===== config.mk =====
export PLATFORM = sky130hd
export DESIGN_NAME = ff_bank
export DESIGN_NICKNAME = d
export VERILOG_FILES = /design/src/rtl/ff_bank.sv
export SDC_FILE = /design/constraint.sdc
export NUM_CORES = 1
export LEC_CHECK = 0
export ABC_CLOCK_PERIOD_IN_PS = 3100
export CAP_MARGIN = 20
export CORE_AREA = 4 4 91 93
export DETAILED_ROUTE_END_ITERATION = 8
export DIE_AREA = 0 0 95 97
export HOLD_SLACK_MARGIN = 0.05
export PLACE_DENSITY = 0.69
export SLEW_MARGIN = 10
export SYNTH_ARGS = -nofsm -noshare
export SYNTH_HDL_FRONTEND = slang
export SYNTH_SLANG_ARGS = --single-unit
export TNS_END_PERCENT = 1

===== constraint.sdc =====
create_clock -name clk -period 3.1 [get_ports clk]
set_input_delay 0.31 -clock clk [delete_from_list [all_inputs] [get_ports clk]]
set_output_delay 0.31 -clock clk [all_outputs]
set_load 0.01 [all_outputs]

===== src/rtl/ff_bank.sv =====
// Multi-channel flip-flop bank: each channel runs as D, T, SR or JK at run time,
// with sticky SR-illegal flags and saturating per-channel Q-change counters.
module ff_bank #(
    parameter int unsigned     N_CH      = 4,
    parameter int unsigned     CNT_W     = 8,
    parameter int unsigned     SR_POLICY = 0,
    parameter logic [N_CH-1:0] INIT_Q    = '0
) (
    input  logic                    clk,
    input  logic                    rst,
    input  logic                    en,
    input  logic [2*N_CH-1:0]       mode,
    input  logic [N_CH-1:0]         din_a,
    input  logic [N_CH-1:0]         din_b,
    input  logic                    clr_err,
    output logic [N_CH-1:0]         dout_q,
    output logic [N_CH-1:0]         dout_qb,
    output logic [N_CH-1:0]         err_illegal,
    output logic [N_CH*CNT_W-1:0]   chg_cnt
);

    typedef enum logic [1:0] {
        MODE_D  = 2'b00,
        MODE_T  = 2'b01,
        MODE_SR = 2'b10,
        MODE_JK = 2'b11
    } ch_mode_t;

    for (genvar i = 0; i < N_CH; i++) begin : g_ch
        ch_mode_t         ch_mode;
        logic             a;
        logic             b;
        logic             q_r;
        logic             q_nxt;
        logic             illegal;
        logic             err_r;
        logic [CNT_W-1:0] cnt_r;

        assign ch_mode = ch_mode_t'(mode[2*i +: 2]);
        assign a       = din_a[i];
        assign b       = din_b[i];

        always_comb begin
            q_nxt   = q_r;
            illegal = 1'b0;
            unique case (ch_mode)
                MODE_D:  q_nxt = a;
                MODE_T:  q_nxt = q_r ^ a;
                MODE_SR: begin
                    unique case ({a, b})
                        2'b00: q_nxt = q_r;
                        2'b10: q_nxt = 1'b1;
                        2'b01: q_nxt = 1'b0;
                        2'b11: begin
                            illegal = 1'b1;
                            case (SR_POLICY)
                                1:       q_nxt = 1'b1;
                                2:       q_nxt = 1'b0;
                                default: q_nxt = q_r;
                            endcase
                        end
                    endcase
                end
                MODE_JK: begin
                    unique case ({a, b})
                        2'b00: q_nxt = q_r;
                        2'b10: q_nxt = 1'b1;
                        2'b01: q_nxt = 1'b0;
                        2'b11: q_nxt = ~q_r;
                    endcase
                end
            endcase
        end

        // A new illegal input on the same edge as clr_err keeps the flag set.
        always_ff @(posedge clk) begin
            if (rst) begin
                q_r   <= INIT_Q[i];
                err_r <= 1'b0;
                cnt_r <= '0;
            end else begin
                if (en) begin
                    q_r <= q_nxt;
                    if ((q_nxt != q_r) && (cnt_r != '1))
                        cnt_r <= cnt_r + CNT_W'(1);
                end
                if (en && illegal)
                    err_r <= 1'b1;
                else if (clr_err)
                    err_r <= 1'b0;
            end
        end

        assign dout_q[i]                   = q_r;
        assign err_illegal[i]              = err_r;
        assign chg_cnt[CNT_W*i +: CNT_W]   = cnt_r;
    end

    assign dout_qb = ~dout_q;

endmodule


## Word-level counts from Yosys, hierarchy flattened

Cells that the tools add are included.

| operators by class | value |
|---|---|
| $add $sub $neg | 4 |
| multipliers | 0 |
| div/mod/pow operators | 0 |
| $lt $le $gt $ge | 0 |
| equality and inequality tests | 32 |
| shift-type cells | 0 |
| mux-type cells | 25 |
| bitwise logic cells | 9 |
| reduce and logical (&&, ||, !) cells | 28 |

Operators with widths:

| cell | number |
|---|---|
| adder 8 x 1 -> 8 bit, second input constant | 4 |
| == test 2 bit, second input constant | 16 |
| != test 8 bit, second input constant | 4 |
| case mux 1 bit (4 select lines) | 8 |
| == test 2 x 1 -> 1 bit, second input constant | 8 |
| zero test 2 bit | 8 |
| 2-to-1 mux 1 bit | 13 |
| case mux 1 bit (3 select lines) | 4 |
| logical AND 1 bit | 8 |
| AND reduction 2 bit | 4 |
| nonzero test 2 bit | 4 |
| OR reduction 2 bit | 4 |
| != test 1 bit | 4 |
| inverter 1 bit | 4 |
| inverter 4 bit | 1 |
| XOR 1 bit | 4 |

| word-level totals | value |
|---|---|
| flip-flop bits (word level) | 40 |
| bits in latches | 0 |
| RAM bits | 0 |
| ROM bits | 0 |
| bits of input ports | 20 |
| output and inout bits | 44 |
| word-level logic and storage cells | 110 |
| memories kept | 0 |

## Longest topological paths before layout

| depth | value |
|---|---|
| depth after elaboration | 7 |
| mapped depth | 7 |
| gate-level depth less buffers | 7 |

## Worst setup path after synthesis

OpenSTA, ideal clock, no wires.

| path | value |
|---|---|
| path type | input-to-reg |
| start | in din_a[2] |
| end | reg g_ch[2].cnt_r[5] |
| arrival | 1.942 ns |
| required time | 2.979 ns |
| setup slack | 1.036 ns |
| cell stages on the path | 7 |
| path buffers | 0 |
| cell sequence | inv_1 > ha_1 > nand2b_1 > a311oi_2 > and4bb_4 > o211a_1 > mux2_4 |

| on the way | value |
|---|---|
| longest elaborated chain between the ends | 7 |

RTL lines:

| element | line | text |
|---|---|---|
| from (decl) | 13 | `input logic [N_CH-1:0] din_a,` |
| == test 2 bit or zero test 2 bit (tied branches) | 50, 65 |  |
| OR reduction 2 bit (no line) | n/a |  |
| case mux 1 bit (3 select lines) | 50 | `unique case ({a, b})` |
| case mux 1 bit (4 select lines) * | 46 | `unique case (ch_mode)` |
| != test 1 bit * | 84 | `if ((q_nxt != q_r) && (cnt_r != '1))` |
| logical AND 1 bit * | 84 |  |
| AND reduction 2 bit (no line) * | n/a |  |
| to (signal assigned) | 85 | `cnt_r <= cnt_r + CNT_W'(1);` |
| to (decl) | 37 | `logic [CNT_W-1:0] cnt_r;` |

Every way passes the cells marked *; elsewhere a longest branch is shown, timed or not.
A chain may end at the register's enable or synchronous reset.

## Worst setup path in the final report

| path | value |
|---|---|
| start | in din_a[1] |
| end | reg g_ch[1].cnt_r[0] |

| on the way | value |
|---|---|
| longest elaborated chain between the ends | 7 |

RTL lines:

| element | line |
|---|---|
| == test 2 bit or zero test 2 bit (tied branches) | 50, 65 |
| OR reduction 2 bit (no line) | n/a |
| case mux 1 bit (3 select lines) | 50 |
| case mux 1 bit (4 select lines) * | 46 |
| != test 1 bit * | 84 |
| logical AND 1 bit * | 84 |
| AND reduction 2 bit (no line) * | n/a |
| to (signal assigned) | 85 |
| to (decl) | 37 |

Marks and branches as above.

==> impl_metrics.tcl <==
set metrics [dict create \
    status "finished, final reports clean" \
    die_h_um 97 \
    root_buffer "clkbuf_8" \
    globalplace.congestion 0.8676 \
    cts_setup_buffers 0 \
    ys_types 53 \
    cp_slowest_cell "clkdlybuf4s50_1" \
    ant_nets 0 \
    grt_pass1_wl_mm 10.99 \
    synth.yosys.seq_area_share_pct 27.35 \
    grt_pass1_vias 2390 \
    globalRouteOverflowTotal 0 \
    cts_tree "done" \
    finalHoldViolCount 0 \
    final_cells 496 \
    wire_per_inst_um 13.10 \
    clock_path_buffers 2 \
    h-tree-depth 2 \
    dieArea_um2 9215 \
    crit_chain "clkdlybuf4s50_1, inv_1, ha_1, nand2b_1, a311oi_2, nor2_4, o21bai_1, mux2_2" \
    chipWidth_um 95 \
    drt_wl_total_mm 6.497 \
    synth_area_per_cell_um2 8.561 \
    synth_fp_nets 374 \
    period_needed_ns 2.446 \
    clkLatencyLatePin_ns 0.29 \
    dr.pass1.iters 4 \
    ir_drop_mv 0.2191 \
    antenna_found_initial 0 \
    place_area_um2 3573 \
    cts-resized-gates 0 \
    synth_common_cells "40 x dfxtp_1, 35 x nor2_1, 30 x nor2b_1" \
    power_leakage_nw 1.462 \
    yosysTopAreaCellShare_pct 27.35 \
    nets 425 \
    synth_area_um2 2928 \
    dp_hpwl_mm 4.843 \
    period_share_pct 78.92 \
    p_total_mw 1.266 \
    synthFlopType "dfxtp_1" \
    final_layout_size_suffix_gt1_share_pct 9.898 \
    cts.reportedPaths.clkPinSlew_ns 0.08 \
    numCtsBuffers 5 \
    cp.buffers_inverters 2 \
    yosys_warnings 0 \
    synthTopCellsByArea "dfxtp_1 27%, mux2_1 6.5%, nor2b_1 6.4%" \
    slew_viol_final 0 \
    crit_cells 8 \
    worst_setup_path_end_kind "flip-flop" \
    grt_usage_pct 14.34 \
    antenna_cells 0 \
    post-route-drc-count 0 \
    top_level_ports 64 \
    crit_required_ns 3.28 \
    hold_depth 2 \
    drt-initial-drc-count 50 \
    initial_core_util_pct 38.90 \
    synth.most_common_cell "dfxtp_1" \
    max_freq_ghz 0.4088 \
    synth_area_leader_cell "dfxtp_1" \
    tns_ns 0 \
    synthArstFlopShare_pct 0 \
    via_per_inst 5.125 \
    core_area_um2 7527 \
    worst_pin_slew_ns 0.6554 \
    startpoint_type "input port" \
    area_growth_pct 26.37 \
    synth_edf_count 0 \
    num_vias 2542 \
    critPathArrivalTime_ns 2.63 \
    maxCapViolations 0 \
    power_density_nw_per_um2 342.2 \
    cp_max_fo 7 \
    ctsHoldBuffers 0 \
    finalClockSkew_ns 0.002681 \
    relSlewSlack_pct 56.31 \
    placed_cells 488 \
    synthCells 342 \
    worstRegToRegCells 5 \
    port_buffers 63 \
    rsz0062_at_grt "false" \
    nFillCells 754 \
    rows 32 \
    grt_max_degree 71 \
    crit_type "input port to flip-flop" \
    yosys_register_bits 40 \
    cts.sink_count 40 \
    hold_class "flip-flop to flip-flop" \
    final_area_um2 3700 \
    cpPeakStageDelay_ns 0.53 \
    crit_family "compound AO/OA/AOI/OAI gates" \
    finalSetupViolCount 0 \
]
==> sequential cells by signal, indices dropped and copies added, names as in the netlist <==
name        flops
g_ch.cnt_r     32
g_ch.err_r      4
g_ch.q_r        4
==> cells by family after synthesis <==
logic type / after synthesis / share of synthesized area, %
mux: 42 / 15.68
fa+ha+maj: 12 / 5.128
compound gates: 46 / 12.61
simple gates: 171 / 33.55
flops: 40 / 27.35
buf+inv: 31 / 5.684
==> layout by cell type (no fill, tap or decap), drive strengths merged, types with 8 or more instances in the layout <==
cell / n
nor2b: 30
nand2: 15
nand2b: 24
nor2: 37
mux2: 28
inv: 9
a21oi: 17
dfxtp: 40
mux2i: 14
nand4: 12
ha: 12
nand3: 16
nor3: 8
clkdlybuf4s50: 62
==> worst register-to-register path, stage by stage, from the launching register on <==
cell and delay, ns:
dfxtp_1 0.59, inv_2 0.16, o311a_4 0.43, or4b_4 0.52
o31ai_2 0.08, mux2_1 0.34
==> area by class of cell <==
cell class,count,area [µm²],area share [%]
Multi-Input combinational cell,271,1961,52.99
Clock inverter,1,30.03,0.8116
Timing Repair Buffer,66,648.1,17.52
Tap cell,102,127.6,3.449
Inverter,9,36.28,0.9807
Sequential cell,40,800.8,21.64
Clock buffer,7,96.34,2.604
==> worst paths after layout <==
kind,from,to,slack (ns)
max,din_a[1],g_ch[1].cnt_r[0]$_SDFFE_PP0P_,0.65
min reg2reg,g_ch[2].err_r$_SDFFE_PP0P_,g_ch[2].err_r$_SDFFE_PP0P_,0.47
min,g_ch[2].err_r$_SDFFE_PP0P_,g_ch[2].err_r$_SDFFE_PP0P_,0.47
max reg2reg,g_ch[1].q_r$_SDFFE_PP0P_,g_ch[1].cnt_r[3]$_SDFFE_PP0P_,0.88
==> layer usage <==
layer / global-route usage, % / up-vias / share of wire [%]
li1: - / 1327 / -
met1: 19.88 / 1158 / 50
met2: 22.51 / 52 / 45
met3: 3.188 / 5 / 5.2
met4: 3.330 / 0 / 0.69
met5: 0 / - / 0
==> metrics by stage <==
stage                     setup WS (ns)  hold WS [ns]  util (%)
final                            0.6536        0.4733     49.15
after global routing             0.5366        0.5044     49.15
after CTS                        0.6768        0.4769     49.15
after detailed placement         0.3648        0.4638     47.47
after global placement           0.4088        0.4560     47.47
after floorplan                   1.036        0.4455         -
==> where the power goes <==
part	total [mW]	leakage [nW]	internal [mW]	switching [mW]
combinational	0.242	1.07	0.122	0.121
sequential	0.553	0.324	0.529	0.0242
clock	0.470	0.0645	0.284	0.186
total	1.27	1.46	0.935	0.331
Note: power is estimated with default switching activity, not from simulation.
